## config.mk

```make
export PLATFORM = sky130hd
export DESIGN_NAME = pipelined_barrel_shifter_flat
export DESIGN_NICKNAME = d
export VERILOG_FILES = /design/src/rtl/pipelined_barrel_shifter_pkg.sv /design/src/rtl/pipelined_barrel_shifter_if.sv /design/src/rtl/pipelined_barrel_shifter_stage.sv /design/src/rtl/pipelined_barrel_shifter.sv /design/src/flat_wrapper.sv
export SDC_FILE = /design/constraint.sdc
export NUM_CORES = 1
export LEC_CHECK = 0
export CAP_MARGIN = 20
export CELL_PAD_IN_SITES_DETAIL_PLACEMENT = 1
export CELL_PAD_IN_SITES_GLOBAL_PLACEMENT = 2
export CORE_MARGIN = 3
export CORE_UTILIZATION = 43
export DETAILED_ROUTE_END_ITERATION = 10
export PLACE_DENSITY = 0.95
export RECOVER_POWER = 25
export SLEW_MARGIN = 25
export SYNTH_ARGS = -nofsm -noshare
export SYNTH_HDL_FRONTEND = slang
export SYNTH_HIERARCHICAL = 1
export SYNTH_SLANG_ARGS = --single-unit
```

## constraint.sdc

```tcl
create_clock -name clk -period 2.48 [get_ports clk]
set_clock_uncertainty 0.15 [all_clocks]
set_input_delay 0.372 -clock clk [delete_from_list [all_inputs] [get_ports clk]]
set_output_delay 0.372 -clock clk [all_outputs]
set_load 0.02 [all_outputs]
```

## src/rtl/pipelined_barrel_shifter_pkg.sv

```systemverilog
// Shared definitions for the pipelined barrel shifter: shift-mode encodings and stage-count helper.
package shifter_pkg;

    localparam logic [1:0] MODE_LSL = 2'b00;
    localparam logic [1:0] MODE_LSR = 2'b01;
    localparam logic [1:0] MODE_ASR = 2'b10;
    localparam logic [1:0] MODE_ROL = 2'b11;

    function automatic int shw_of(input int width);
        return $clog2(width);
    endfunction

endpackage

```

## src/rtl/pipelined_barrel_shifter_if.sv

```systemverilog
// Operand/result handshake bundle: master is the producer/consumer, slave is the shifter.
interface pipelined_barrel_shifter_if #(
    parameter int WIDTH = 16,
    parameter int SHW   = shifter_pkg::shw_of(WIDTH)
);
    logic             in_valid;
    logic             in_ready;
    logic [WIDTH-1:0] in_data;
    logic [SHW-1:0]   in_amt;
    logic [1:0]       in_mode;
    logic             out_valid;
    logic             out_ready;
    logic [WIDTH-1:0] out_data;
    logic             out_ovf;

    modport master (
        output in_valid, in_data, in_amt, in_mode, out_ready,
        input  in_ready, out_valid, out_data, out_ovf
    );

    modport slave (
        input  in_valid, in_data, in_amt, in_mode, out_ready,
        output in_ready, out_valid, out_data, out_ovf
    );
endinterface

```

## src/rtl/pipelined_barrel_shifter_stage.sv

```systemverilog
// One log2 step of the barrel shifter: shifts by SHIFT when en_i is set, else passes through.
module shift_stage
    import shifter_pkg::*;
#(
    parameter int WIDTH = 16,
    parameter int SHIFT = 1
) (
    input  logic [1:0]       mode_i,
    input  logic             en_i,
    input  logic [WIDTH-1:0] data_i,
    input  logic             ovf_i,
    output logic [WIDTH-1:0] data_o,
    output logic             ovf_o
);
    logic [WIDTH-1:0] shifted;

    always_comb begin
        shifted = data_i;
        ovf_o   = 1'b0;
        case (mode_i)
            MODE_LSL: begin
                shifted = data_i << SHIFT;
                ovf_o   = ovf_i | (en_i & (|data_i[WIDTH-1 -: SHIFT]));
            end
            MODE_LSR: shifted = data_i >> SHIFT;
            // Arithmetic shift replicates the MSB, so the sign survives every stage.
            MODE_ASR: shifted = $signed(data_i) >>> SHIFT;
            default:  shifted = {data_i[WIDTH-1-SHIFT:0], data_i[WIDTH-1 -: SHIFT]};
        endcase
        data_o = en_i ? shifted : data_i;
    end
endmodule

```

## src/rtl/pipelined_barrel_shifter.sv

```systemverilog
// Pipelined barrel shifter: SHW registered stages, stage k shifts by 2^k; global stall on output backpressure.
module pipelined_barrel_shifter
    import shifter_pkg::*;
#(
    parameter int WIDTH = 16,
    parameter int SHW   = shw_of(WIDTH)
) (
    input logic                       clk,
    input logic                       rst_n,
    pipelined_barrel_shifter_if.slave bus
);
    logic             en;
    logic [WIDTH-1:0] data_in [SHW];
    logic [SHW-1:0]   amt_in  [SHW];
    logic [1:0]       mode_in [SHW];
    logic [SHW-1:0]   ovf_in;

    logic [WIDTH-1:0] data_d [SHW];
    logic [WIDTH-1:0] data_q [SHW];
    logic [SHW-1:0]   ovf_d, ovf_q;
    logic [SHW-1:0]   vld_pipe_d, vld_pipe_q;
    logic [SHW-1:0]   amt_d  [SHW-1];
    logic [SHW-1:0]   amt_q  [SHW-1];
    logic [1:0]       mode_d [SHW-1];
    logic [1:0]       mode_q [SHW-1];

    // A held result freezes the whole pipe; nothing is collapsed.
    assign en            = ~(bus.out_valid & ~bus.out_ready);
    assign bus.in_ready  = en;
    assign bus.out_valid = vld_pipe_q[SHW-1];
    assign bus.out_data  = data_q[SHW-1];
    assign bus.out_ovf   = ovf_q[SHW-1];

    always_comb begin
        data_in[0] = bus.in_data;
        amt_in[0]  = bus.in_amt;
        mode_in[0] = bus.in_mode;
        ovf_in[0]  = 1'b0;
        for (int k = 1; k < SHW; k++) begin
            data_in[k] = data_q[k-1];
            amt_in[k]  = amt_q[k-1];
            mode_in[k] = mode_q[k-1];
            ovf_in[k]  = ovf_q[k-1];
        end
        for (int k = 0; k < SHW-1; k++) begin
            amt_d[k]  = amt_in[k];
            mode_d[k] = mode_in[k];
        end
        vld_pipe_d = {vld_pipe_q[SHW-2:0], bus.in_valid};
    end

    for (genvar k = 0; k < SHW; k++) begin : g_stage
        shift_stage #(.WIDTH(WIDTH), .SHIFT(1 << k)) u_stage (
            .mode_i (mode_in[k]),
            .en_i   (amt_in[k][k]),
            .data_i (data_in[k]),
            .ovf_i  (ovf_in[k]),
            .data_o (data_d[k]),
            .ovf_o  (ovf_d[k])
        );
    end

    always_ff @(posedge clk or negedge rst_n) begin
        if (!rst_n) begin
            data_q     <= '{default: '0};
            ovf_q      <= '0;
            vld_pipe_q <= '0;
            amt_q      <= '{default: '0};
            mode_q     <= '{default: '0};
        end else if (en) begin
            data_q     <= data_d;
            ovf_q      <= ovf_d;
            vld_pipe_q <= vld_pipe_d;
            amt_q      <= amt_d;
            mode_q     <= mode_d;
        end
    end
endmodule

```

## src/flat_wrapper.sv

```systemverilog
// flat-port wrapper written by rule: the top's interface ports become plain ports
module pipelined_barrel_shifter_flat import shifter_pkg::*;
#(
    parameter int WIDTH = 16,
    parameter int SHW   = shw_of(WIDTH)
)
  (clk, rst_n, bus_in_valid, bus_in_data, bus_in_amt, bus_in_mode, bus_out_ready, bus_in_ready, bus_out_valid, bus_out_data, bus_out_ovf);
  pipelined_barrel_shifter_if #(.WIDTH(WIDTH), .SHW(SHW)) bus_i ();
  input logic clk;
  input logic rst_n;
  input wire logic [$bits(bus_i.in_valid)-1:0] bus_in_valid;
  input wire logic [$bits(bus_i.in_data)-1:0] bus_in_data;
  input wire logic [$bits(bus_i.in_amt)-1:0] bus_in_amt;
  input wire logic [$bits(bus_i.in_mode)-1:0] bus_in_mode;
  input wire logic [$bits(bus_i.out_ready)-1:0] bus_out_ready;
  output wire logic [$bits(bus_i.in_ready)-1:0] bus_in_ready;
  output wire logic [$bits(bus_i.out_valid)-1:0] bus_out_valid;
  output wire logic [$bits(bus_i.out_data)-1:0] bus_out_data;
  output wire logic [$bits(bus_i.out_ovf)-1:0] bus_out_ovf;
  assign bus_i.in_valid = bus_in_valid;
  assign bus_i.in_data = bus_in_data;
  assign bus_i.in_amt = bus_in_amt;
  assign bus_i.in_mode = bus_in_mode;
  assign bus_i.out_ready = bus_out_ready;
  assign bus_in_ready = bus_i.in_ready;
  assign bus_out_valid = bus_i.out_valid;
  assign bus_out_data = bus_i.out_data;
  assign bus_out_ovf = bus_i.out_ovf;
  pipelined_barrel_shifter #(.WIDTH(WIDTH), .SHW(SHW)) u_core (.clk(clk), .rst_n(rst_n), .bus(bus_i));
endmodule
```

After elaboration in Yosys (flattened, before gate mapping)
Cells that the tools add are included.

Register bits after elaboration: 90. Bits of input ports: 26. Output and inout bits: 19. Word-level logic and storage cells: 49.

Equal/unequal tests: 8. Mux-type cells: 12. Bitwise logic cells: 10. Reductions and logical operators: 7.

Operator list (count): 16-bit one-hot mux with 3 select lines (4); 16-bit 2-to-1 mux (4); 2-bit by 1-bit equality test with 1-bit output (second input constant) (4); 2-bit equality test (second input constant) (4); 2-bit logical NOT (4); 8-bit OR reduction (1); 1-bit bitwise AND (5); 1-bit 2-to-1 mux (4); 4-bit OR reduction (1); 1-bit OR (3); 1-bit inverter (2); 2-bit OR reduction (1).

Logic depth before layout (Yosys ltp)
Gate-level depths: netlist (run 1).

Word-level depth: 4. Gate-level depth with buffers: 6. Mapped depth without buffers: 4.

By module
The synthesis (run 1) kept the hierarchy.

Modules (own cells, without submodules): pipelined_barrel_shifter (instances 1, cells an instance 180, area an instance 3547.2 µm², sequential area each 2102.0 µm²); shift_stage (u_core.g_stage[3].u_stage) (instances 1, cells an instance 78, area an instance 476.7 µm², sequential area each 0.0 µm²); shift_stage (u_core.g_stage[2].u_stage) (instances 1, cells an instance 73, area an instance 465.4 µm², sequential area each 0.0 µm²); shift_stage (u_core.g_stage[1].u_stage) (instances 1, cells an instance 65, area an instance 452.9 µm², sequential area each 0.0 µm²); shift_stage (u_core.g_stage[0].u_stage) (instances 1, cells an instance 62, area an instance 396.6 µm², sequential area each 0.0 µm²).

Least setup slack after synthesis (run 1)
No wires, ideal clock.

Kind: in2reg. Start: input bus_in_mode[0]. End: register u_core.data_q (netlist bit u_core/data_in[38]). Library setup time: 0.125 ns. Data arrival time: 1.489 ns. Required time: 2.205 ns. Slack: 0.716 ns. Cell stages on the path: 6. Buffers on the path: 2. Path through: buf_2 > xnor2_4 > buf_6 > mux2i_1 > a21oi_1 > mux2_4.

RTL lines: start, declared (RTL line flat_wrapper.sv:14) `input wire logic [$bits(bus_i.in_mode)-1:0] bus_in_mode;`; end signal, assigned (RTL line pipelined_barrel_shifter.sv:71) `data_q <= data_d;`; end, declared (RTL line pipelined_barrel_shifter.sv:19) `logic [WIDTH-1:0] data_q [SHW];`.

Final worst setup path (run 1)
Start: input bus_out_ready. End: output bus_in_ready.

Longest elaborated chain between the ends: 3.

RTL lines: start, declared (RTL line flat_wrapper.sv:15) `input wire logic [$bits(bus_i.out_ready)-1:0] bus_out_ready;`; 1-bit inverter (RTL line pipelined_barrel_shifter.sv:28) `assign en = ~(bus.out_valid & ~bus.out_ready);`; 1-bit bitwise AND (RTL line pipelined_barrel_shifter.sv:28); 1-bit inverter (RTL line pipelined_barrel_shifter.sv:28); end, declared (RTL line flat_wrapper.sv:16) `output wire logic [$bits(bus_i.in_ready)-1:0] bus_in_ready;`.

No other way between the ends.

==> results by group, run 1 <==
CTS
  • Root Buffer: clkbuf_16
  • Clock tree buffer depth: 2
  • Worst-Skew Late Latency: 350 ps
  • CTS buffer count: 9
  • Post-CTS Hold Buffers: 1
  • Clock sinks: 84
  • H-Tree Depth: 3
  • Worst-path clk slew: ~70 ps
  • CTS tree: done
  • Setup bufs post-CTS: 0
  • # resized after CTS: 0

Floorplanning
  • I/O pins: 45
  • Initial Utilization: 44.26%
  • Die X: roughly 120 um
  • Die ar.: between 10000 and 15000 um2
  • Chip Height: 117.4 um
  • Placeable Area: 12060 um2
  • Row cnt: 40

Timing
  • Final hold violations: 0
  • Fin crit period: between 2000 and 2500 ps
  • Rel. slew slack: 35.25%
  • Setup TNS: 0 ps
  • Worst Max-Slew Pin Slew: 971.2 ps
  • RSZ-0062 raised after global routing: false
  • Period utilization: between 90% and 100%
  • Max Freq: 0.4390 GHz
  • Setup-failing EPs final: 0
  • Hold slack: 343.3 ps
  • Final Max Tran Viols: 0

Routing
  • DR WL/cell: 17.96 um
  • Post-Route WL: 11890 um
  • Residual DRC: 0
  • Vias per Instance: 5.382
  • Remaining antenna violation count: 0
  • DR iter-0 viols: 226
  • Drt pass-1 iters: 4
  • DR vias: 3563

Yosys
  • Synth Register Bits: 84
  • Yosys cell types: 43
  • Syn Nets: just under 500
  • Mapped Cells: approximately 460
  • Sequential area share after synthesis: 39.37%
  • Simple-Gate Fraction of Synth Area: a little under a tenth
  • Number of synthesis warnings: 6
  • Post-synthesis mux area share: 30.79%
  • Complex-gate fraction of the synthesized area: approximately 11%
  • Asr flop ratio synth: 100.0%
  • Post-synth EDFFs: 0
  • Post-synth top flop: dfrtp_1
  • Xor/xnor share of the synthesized area: around 1.5%
  • Avg Cell Area, Syn: 11.66 um2
  • Synthesized area: between 5000 and 6000 um2
  • Adder-Cell Fraction of Synth Area: 0%
  • Largest family of logic cells by synthesized area: multiplexers

Critical path
  • Worst-path maximum fanout: 4
  • Critical path's largest stage delay: 570 ps
  • Most used cell, CP: clkdlybuf4s50_1
  • Worst R2R Path Depth: 4
  • Crit Path Class: in2out
  • Critical path, cell by cell: clkdlybuf4s50_1 > nor2b_1 > inv_4 > clkdlybuf4s50_1
  • CP bufs+invs: 3
  • Worst path arrival time: 1760 ps
  • Crit path required time: around 2000 ps
  • CP endpoint kind: primary output
  • Reg-to-reg critical path startpoint: u_core/mode_d[1]
  • Crit Reg-Reg Endpoint: u_core/data_in[10]
  • Worst Setup Start Kind: primary input
  • Slowest CP cell: clkdlybuf4s50_1
  • R2R Setup Slk: 420 ps
  • CP delay by family, top: buffers and inverters

Finish
  • Nets@finish: 515
  • Area grow syn2layout: 12.82%
  • Final instance count without filler cells: 662
  • # diodes: 0
  • Commonest non-fill, non-tap cell in the layout: dfrtp_1
  • Most frequent cells in the layout: dfrtp_1 (83), mux2_4 (80), a21oi_1 (51)
  • Layout Utilization: about half
  • Layout cells sized above 1: 26.72%

Worst hold path
  • Worst hold start: u_core/vld_pipe_q[2]
  • Hold depth: 1
  • Hold Crit Class: reg2reg
  • Hold Path End: u_core/vld_pipe_q[3]

Job
  • Max Cap Viol: 0

Placed design
  • Port Buffers: between 40 and 50
  • Placed insts: 645
  • Placer Congestion: 0.7995
  • DP HPWL: 8408 um

Global routing
  • Total GRT Usage: 17.70%
  • GRT overflow: 0
  • Initial antenna violation count: 0
  • Vias in the first global route: between 3k and 4k
  • Largest net degree at the start of global routing: 48
  • First-pass GRT wire length: 20020 um

Power and ir drop
  • Max VDD drop: about 400 uV
  • PwrDens: 1349 nW/um2
  • Leakage: 2.701 nW

Run status
  • Outcome: complete, no violations
==> stage by stage <==
step | cell area [um2] | power (mW) | setup slack, ps
global placement | 5747 | 6.653 | 157.6
detailed placement | 5747 | 6.868 | 79.84
floorplan | 5339 | 6.015 | 715.8
CTS | 6032 | 8.196 | 306.8
finish | 6023 | 8.127 | 202.2
global route | 6023 | 8.662 | 149.4
==> routing by layer <==
metal	part of all wire (%)	track usage, %
met5	0	0
met4	1.8	6.305
met3	2.3	2.748
met2	51	30.74
met1	45	22.40
==> synthesized netlist by cell type, drive strengths merged (2+ instances only) <==
| master | number | area share (%) |
|---|---|---|
| a21oi | 51 | 4.8 |
| a22oi | 6 | 0.84 |
| nor2 | 40 | 3.1 |
| o221ai | 5 | 0.94 |
| nand2b | 11 | 1.5 |
| nand3 | 14 | 1.3 |
| nand4 | 3 | 0.35 |
| xnor2 | 3 | 1.5 |
| buf | 26 | 6.1 |
| clkbuf | 11 | 0.77 |
| dfrtp | 84 | 39 |
| inv | 16 | 1.2 |
| o21a | 4 | 0.56 |
| and2b | 2 | 0.30 |
| nor3 | 2 | 0.19 |
| mux2 | 90 | 25 |
| o21ai | 2 | 0.19 |
| nand2 | 24 | 1.7 |
| mux2i | 33 | 6.2 |
| nor4 | 2 | 0.23 |
| o22ai | 8 | 0.94 |
| o22a | 10 | 1.6 |
==> sequential cells by signal, summed over array words and instances (netlist names) <==
signal,cells
u_core/vld_pipe_q,4
u_core/mode_in,2
u_core/amt_d,5
u_core/amt_in,1
u_core/bus.out_data,16
u_core/ovf_q,4
u_core/data_in,48
u_core/mode_d,4
==> where the power goes <==
group	switching [mW]	internal [mW]	total [mW]
Sequential	0.959	1.98	2.94
Combinational	1.57	2.35	3.92
Clock	0.586	0.682	1.27
==> how the worst max path moves through the flow <==
| stage | start | to | depth (start not counted) |
|---|---|---|---|
| 2_1_floorplan | bus_in_mode[0] | u_core/data_in[38] | 6 |
| 3_3_place_gp | bus_in_mode[1] | u_core/data_in[39] | 5 |
| 5_1_grt | bus_out_ready | bus_in_ready | 4 |
| 4_1_cts | bus_out_ready | bus_in_ready | 4 |
| 6_report | bus_out_ready | bus_in_ready | 4 |
| 3_5_place_dp | bus_in_mode[1] | u_core/data_in[35] | 5 |
==> logic make-up after synthesis <==
kind of cell    Yosys count
mux                     123
buf+inv                  53
xor+xnor                  3
other cells               1
compound gates           92
flops                    84
simple gates            102
==> layout make-up <==
cell class / count / area (um2)
timing repair buffer: 57 / 573.1
fill: 1287 / 6038
sequential: 84 / 2103
tap: 168 / 210.2
inverter: 16 / 62.56
multi-input combinational: 321 / 2799
clock inverter: 7 / 50.05
clock buffer: 9 / 225.2
Note: power is estimated with default switching activity, not from simulation.
==> run 2: changes to the inputs <==
--- a/config.mk
+++ b/config.mk
@@ -9,12 +9,11 @@
 export CELL_PAD_IN_SITES_DETAIL_PLACEMENT = 1
 export CELL_PAD_IN_SITES_GLOBAL_PLACEMENT = 2
 export CORE_MARGIN = 3
-export CORE_UTILIZATION = 43
+export CORE_UTILIZATION = 39
 export DETAILED_ROUTE_END_ITERATION = 10
 export PLACE_DENSITY = 0.95
 export RECOVER_POWER = 25
 export SLEW_MARGIN = 25
 export SYNTH_ARGS = -nofsm -noshare
 export SYNTH_HDL_FRONTEND = slang
-export SYNTH_HIERARCHICAL = 1
 export SYNTH_SLANG_ARGS = --single-unit
==> run 2 against run 1 <==
Effect of this change:
- sequential cell count is the same
- synthesized area shrank 15%
- highest routed layer unchanged
- combinational power shrank 25%
- synthesized cell count grew 6.1%
- critical path depth is the same
- via count grew 6.1%
- total power shrank 15%
- worst setup slack gained 130 ps
- sequential power shrank 8.8%
- worst hold slack lost 34 ps
==> results by group, run 2 <==
Timing
  • Max Freq: 0.4654 GHz (+6.0%)
  • Worst Max-Slew Pin Slew: 1341 ps (+369.5 ps)
  • Setup-failing EPs final: 0 (unchanged)
  • Rel. slew slack: 10.62% (-25 points)
  • Setup TNS: 0 ps (unchanged)
  • Final Max Tran Viols: 0 (unchanged)
  • RSZ-0062 raised after global routing: false
  • Period utilization: 86.64% (-5.2 points)
  • Final hold violations: 0 (unchanged)
  • Fin crit period: 2149 ps (-129.2 ps)

Critical path
  • R2R Setup Slk: 740 ps (+320 ps)
  • CP startpoint: bus_out_ready
  • Worst Setup Start Kind: primary input
  • Most used cell, CP: clkdlybuf4s50_1
  • Slowest CP cell: clkdlybuf4s50_1
  • CP endpoint kind: primary output
  • Worst R2R Path Depth: 4 (unchanged)
  • Worst path arrival time: 1630 ps (-130 ps)
  • Worst-path maximum fanout: 2 (-2)
  • Crit Path Class: in2out
  • Reg-to-reg critical path startpoint: u_core.vld_pipe_q[3]
  • Critical path's largest stage delay: 610 ps (+40 ps)
  • Crit path required time: 1960 ps (about the same)
  • End point of the critical path: bus_in_ready
  • Critical path, cell by cell: clkdlybuf4s50_1 > nor2b_4 > inv_2 > clkdlybuf4s50_1
  • Crit Reg-Reg Endpoint: u_core.data_in[18]

Finish
  • Area grow syn2layout: 18.24%
  • Max FFs per register: 48 (unchanged)
  • Filler Cell Count: 1290 (+0.23%)
  • Layout cells sized above 1: 7.514% (-19 points)
  • Most frequent cells in the layout: nand2_1 (102), dfrtp_1 (84), nand3_1 (49)
  • Commonest non-fill, non-tap cell in the layout: nand2_1
  • Layout Utilization: 48.33% (-1.6 points)
  • Nets@finish: 540 (+4.9%)
  • # diodes: 0 (unchanged)

Placed design
  • DP HPWL: 8415 um (about the same)
  • Placer Congestion: 0.8632 (+8.0%)
  • Port Buffers: 44 (unchanged)

Routing
  • Vias per Instance: 5.737 (+6.6%)
  • DR vias: 3781 (+6.1%)
  • Remaining antenna violation count: 0 (unchanged)
  • Residual DRC: 0 (unchanged)
  • DR iter-0 viols: 142 (-37%)
  • Drt pass-1 iters: 4 (unchanged)
  • Post-Route WL: 12060 um (+1.4%)
  • DR WL/cell: 18.30 um (+1.9%)

CTS
  • Setup bufs post-CTS: 0 (unchanged)
  • Worst-Skew Late Latency: 350 ps (about the same)
  • CTS buffer count: 9 (unchanged)
  • Worst-path clk slew: 60 ps (about the same)
  • Root Buffer: clkbuf_16
  • CTS tree: done
  • H-Tree Depth: 3 (unchanged)
  • Clock sinks: 84 (unchanged)
  • Clock tree buffer depth: 2 (unchanged)

Floorplanning
  • Die ar.: 12940 um2 (-6.2%)
  • Chip Height: 113.8 um (-3.1%)
  • Initial Utilization: 40.87% (-3.4 points)
  • Row cnt: 38 (-5.0%)
  • Die X: 113.8 um (-3.1%)
  • Placeable Area: 11080 um2 (-8.2%)
  • I/O pins: 45 (unchanged)

Yosys
  • Cell taking the most area after synthesis: dfrtp_1
  • Number of synthesis warnings: 0 (-6)
  • Top-count cell post-synth: nand2_1
  • Post-synth top flop: dfrtp_1
  • Complex-gate fraction of the synthesized area: 18.13% (+7.4 points)
  • Asr flop ratio synth: 100.0% (unchanged)
  • Sequential area share after synthesis: 46.42% (+7.0 points)
  • Synth Register Bits: 84 (unchanged)
  • Mapped Cells: 486 (+6.1%)
  • Xor/xnor share of the synthesized area: 1.409% (-0.14 points)
  • Syn Nets: 512 (+5.8%)
  • Share of the synthesized area in the top cell type: 46.42% (+7.0 points)
  • Avg Cell Area, Syn: 9.317 um2 (-20%)
  • Largest cells by area after synthesis: dfrtp_1 (46%), mux2i_1 (11%), nand2_1 (8.5%)
  • Synthesized area: 4528 um2 (-15%)
  • Yosys cell types: 31 (-28%)
  • Adder-Cell Fraction of Synth Area: 0% (unchanged)
  • Post-synth EDFFs: 0 (unchanged)
  • Simple-Gate Fraction of Synth Area: 16.99% (+7.6 points)
  • Post-synth top cells: nand2_1 (102), dfrtp_1 (84), nand3_1 (49)
  • Largest family of logic cells by synthesized area: compound AO/OA/AOI/OAI gates
  • Post-synthesis mux area share: 12.35% (-18 points)

Run status
  • Outcome: complete, no violations

Global routing
  • Initial antenna violation count: 0 (unchanged)
  • GRT overflow: 0 (unchanged)
  • Total GRT Usage: 20.00% (+2.3 points)
  • Largest net degree at the start of global routing: 88 (+83%)
  • Vias in the first global route: 4128 (+9.0%)
  • First-pass GRT wire length: 20800 um (+3.9%)

Power and ir drop
  • Max VDD drop: 546.2 uV (+34%)
  • PwrDens: 1286 nW/um2 (-4.7%)
  • Leakage: 2.365 nW (-12%)

Worst hold path
  • Hold Crit Class: reg2reg

Job
  • Max Cap Viol: 0 (unchanged)
## run 2: how the worst min path moves through the flow
stage                          from                       to  slack, ps  cells after the start
2_1_floorplan                 rst_n          u_core.amt_d[2]        -70                      0
3_3_place_gp                  rst_n  u_core.bus.out_data[14]        140                      1
3_5_place_dp                  rst_n  u_core.bus.out_data[15]        150                      1
4_1_cts        u_core.vld_pipe_q[2]     u_core.vld_pipe_q[2]        310                      2
5_1_grt        u_core.vld_pipe_q[0]     u_core.vld_pipe_q[0]        350                      2
6_report       u_core.vld_pipe_q[2]     u_core.vld_pipe_q[2]        310                      2
## run 2: area by class of cell
class	count	area, um2	area share, %
sequential	84	2102	39.26
clock buffer	11	242.7	4.534
timing repair buffer	58	566.8	10.59
tap	140	175.2	3.272
inverter	5	18.77	0.3505
multi-input combinational	356	2221	41.48
clock inverter	5	27.53	0.5141
## run 2: where the power goes
part           switching, mW  internal, mW  leakage [nW]
Sequential             0.726          1.96          1.03
Clock                  0.561         0.699         0.135
Combinational           1.59          1.35          1.20
Total                   2.88          4.01          2.36
## run 2: worst max-delay path, delay by kind of cell
family	cells	cell delay [ps]
buffers and inverters	3	1200
AND/OR/NAND/NOR	1	50
## run 2: metal layers
layer	track usage, %	wire length [um]	share of wire, %
met5	0	0	0
met2	34.71	6081	50
met1	24.05	5118	42
met4	9.936	448	3.7
met3	3.183	414	3.4
## run 2: kinds of logic after synthesis
kind of cell | after synthesis
mux | 55
xor+xnor | 3
simple gates | 180
compound gates | 118
buf+inv | 46
flops | 84
## run 2: metrics by stage
| step | setup slack [ps] | power (mW) | hold slack, ps | instances | instance area [um2] |
|---|---|---|---|---|---|
| floorplan | 754.4 | 4.584 | -73.59 | 486 | 4528 |
| global route | 200.7 | 7.413 | 351.6 | 659 | 5354 |
| detailed placement | 199.5 | 5.657 | 149.1 | 642 | 5077 |
| CTS | 322.5 | 6.938 | 312.3 | 659 | 5358 |
| global placement | 296.3 | 5.483 | 141.3 | 642 | 5077 |
| finish | 331.3 | 6.883 | 309.2 | 659 | 5354 |
## run 2: timing repair
action | in CTS | in global routing
hold buffers | 1 | 0
endpoints found under the hold margin | 22 | 0
gates resized for setup | 0 | 0
==> run 3: changes to the inputs <==
--- a/config.mk
+++ b/config.mk
@@ -10,9 +10,11 @@
 export CELL_PAD_IN_SITES_GLOBAL_PLACEMENT = 2
 export CORE_MARGIN = 3
 export CORE_UTILIZATION = 39
+export CTS_CLUSTER_DIAMETER = 100
 export DETAILED_ROUTE_END_ITERATION = 10
 export PLACE_DENSITY = 0.95
 export RECOVER_POWER = 25
+export REMOVE_ABC_BUFFERS = 1
 export SLEW_MARGIN = 25
 export SYNTH_ARGS = -nofsm -noshare
 export SYNTH_HDL_FRONTEND = slang
==> run 3 against run 2 <==
Effect of this change:
- final cell count decreased by 0.15%
- sequential cell count stayed put
- worst hold slack better by 11 ps
- die area unchanged
- wire length decreased by 5.3%
- highest routed layer unchanged
- largest power group unchanged
- largest cell class unchanged
- sequential power is 2% higher
- critical path depth stayed put
==> results by group, run 3 (synthesized netlist as in run 2, its figures left out) <==
Critical path
  • Crit Path Class: in2out
  • Crit path required time: 1960 ps (about the same)
  • Worst path arrival time: 1530 ps (-100 ps)
  • Worst-path maximum fanout: 19 (+17)
  • Worst Setup Start Kind: primary input
  • CP endpoint kind: primary output

CTS
  • Clock tree buffer depth: 2 (unchanged)
  • CTS tree: done
  • # resized after CTS: 0 (unchanged)
  • CTS buffer count: 9 (unchanged)
  • Clock sinks: 84 (unchanged)
  • Root Buffer: clkbuf_16
  • Worst-Skew Late Latency: 340 ps (about the same)
  • H-Tree Depth: 3 (unchanged)
  • Worst-path clk slew: 60 ps (about the same)

Global routing
  • Total GRT Usage: 18.63% (-1.4 points)
  • Vias in the first global route: 3930 (-4.8%)
  • GRT overflow: 0 (unchanged)
  • First-pass GRT wire length: 19600 um (-5.8%)
  • Initial antenna violation count: 0 (unchanged)
  • Largest net degree at the start of global routing: 85 (-3.4%)

Routing
  • DR iter-0 viols: 148 (+4.2%)
  • Post-Route WL: 11430 um (-5.3%)
  • Metal2 WL: 5876 um (-3.4%)
  • Met1 Wirelength: 5049 um (-1.3%)
  • Remaining antenna violation count: 0 (unchanged)
  • DR WL/cell: 17.36 um (-5.1%)
  • DR vias: 3749 (-0.85%)
  • Met3 WL: 346 um (-16%)
  • Highest routed layer: met4
  • Vias per Instance: 5.698 (-0.70%)
  • Drt pass-1 iters: 4 (unchanged)
  • Residual DRC: 0 (unchanged)

Power and ir drop
  • Psw: 2.766 mW (-3.8%)
  • Seq pwr share: 39.1% (about the same)
  • PwrDens: 1298 nW/um2 (+0.98%)
  • Switching Share: 39.45% (-2.3 points)
  • Max VDD drop: 756.1 uV (+38%)
  • Internal: 4.245 mW (+5.9%)
  • Comb power frac: 39.5% (-3.2 points)
  • Leakage: 2.382 nW (+0.75%)
  • Clock share of power: 21.4% (+3.1 points)

Timing
  • Rel. slew slack: 23.94% (+13 points)
  • Fin crit period: 2055 ps (-93.92 ps)
  • Period utilization: 82.85% (-3.8 points)
  • RSZ-0062 raised after global routing: false
  • Final hold violations: 0 (unchanged)
  • Setup-failing EPs final: 0 (unchanged)
  • Final Max Tran Viols: 0 (unchanged)
  • Worst Max-Slew Pin Slew: 1141 ps (-199.8 ps)
  • Max Freq: 0.4867 GHz (+4.6%)

Placed design
  • Port Buffers: 44 (unchanged)
  • Placer Congestion: 0.8003 (-7.3%)
  • DP Area: 5067 um2 (-0.20%)
  • DP HPWL: 8087 um (-3.9%)

Finish
  • Commonest non-fill, non-tap cell in the layout: nand2_1
  • # diodes: 0 (unchanged)
  • Post-layout instance area: 5400 um2 (+0.86%)
  • Layout cells sized above 1: 7.722% (+0.21 points)
  • Filler Cell Count: 1277 (-1.0%)
  • Max FFs per register: 48 (unchanged)
  • Layout Utilization: 48.75% (+0.42 points)
  • Most frequent cells in the layout: nand2_1 (102), dfrtp_1 (84), nand3_1 (49)
  • Nets@finish: 539 (-0.19%)
  • Area grow syn2layout: 19.26%

Floorplanning
  • Chip Height: 113.8 um (unchanged)
  • I/O pins: 45 (unchanged)
  • Die X: 113.8 um (unchanged)
  • Die ar.: 12940 um2 (unchanged)
  • Initial Utilization: 40.87% (unchanged)
  • Row cnt: 38 (unchanged)
  • Placeable Area: 11080 um2 (unchanged)

Worst hold path
  • Hold Crit Class: reg2reg

Run status
  • Outcome: complete, no violations

Job
  • Max Cap Viol: 0 (unchanged)
[run 3: layout make-up]
| class | instances | area (um2) | share of cell area [%] |
|---|---|---|---|
| flip-flops and latches | 84 | 2102 | 38.92 |
| inverters | 5 | 18.77 | 0.3475 |
| clock inverters | 3 | 67.56 | 1.251 |
| well taps | 140 | 175.2 | 3.244 |
| clock buffers | 13 | 270.3 | 5.005 |
| repair buffers | 57 | 545.5 | 10.10 |
| multi-input cells | 356 | 2221 | 41.13 |
[run 3: routing by layer]
layer  vias to the layer above  track usage [%]
met1                      1870            23.20
met5                         -                0
met4                         0            5.929
met3                        11            3.024
li1                       1811                -
met2                        57            32.98
[run 3: final timing paths]
| kind | from | endpoint | slack (ps) | cells after the start |
|---|---|---|---|---|
| worst min-delay path | u_core.amt_d[6] | u_core.amt_d[6] | 320 | 2 |
| worst max register to register | u_core.mode_d[1] | u_core.data_in[3] | 530 | 3 |
| worst min register to register | u_core.amt_d[6] | u_core.amt_d[6] | 320 | 2 |
| min in group asynchronous | rst_n | u_core.vld_pipe_q[2] | 650 | 2 |
| max in group asynchronous | rst_n | u_core.mode_d[3] | 750 | 3 |
| worst max-delay path | bus_out_ready | bus_in_ready | 430 | 4 |
[run 3: power groups by stage]
stage / logic, mW / registers [mW] / clock network [mW]
after floorplan: 1.73 / 2.72 / 0
after global placement: 2.69 / 2.71 / 0
after detailed placement: 2.79 / 2.77 / 0
after CTS: 2.82 / 2.75 / 1.53
after global routing: 3.09 / 2.87 / 1.59
final: 2.77 / 2.74 / 1.50
[run 3: timing repair]
action | in CTS | in global routing
endpoints found under the hold margin | 44 | 0
buffers inserted | 0 | 0
hold buffers | 1 | 0
[run 3: worst max-delay path, stage by stage]
cell,delay (ps)
clkdlybuf4s50_1,510
nor2b_4,50
inv_2,350
buf_4,230
[run 3: through the flow]
step | instances | hold slack (ps) | power (mW) | worst slack [ps] | TNS, ps
5_1_grt | 658 | 348.1 | 7.546 | 318.6 | 0
6_report | 658 | 319.9 | 7.010 | 425.3 | 0
2_1_floorplan | 445 | -73.59 | 4.449 | -4655 | -352160
3_3_place_gp | 641 | 255.1 | 5.406 | 300.2 | 0
4_1_cts | 658 | 325.5 | 7.098 | 409.2 | 0
3_5_place_dp | 641 | 262.8 | 5.561 | 179.8 | 0
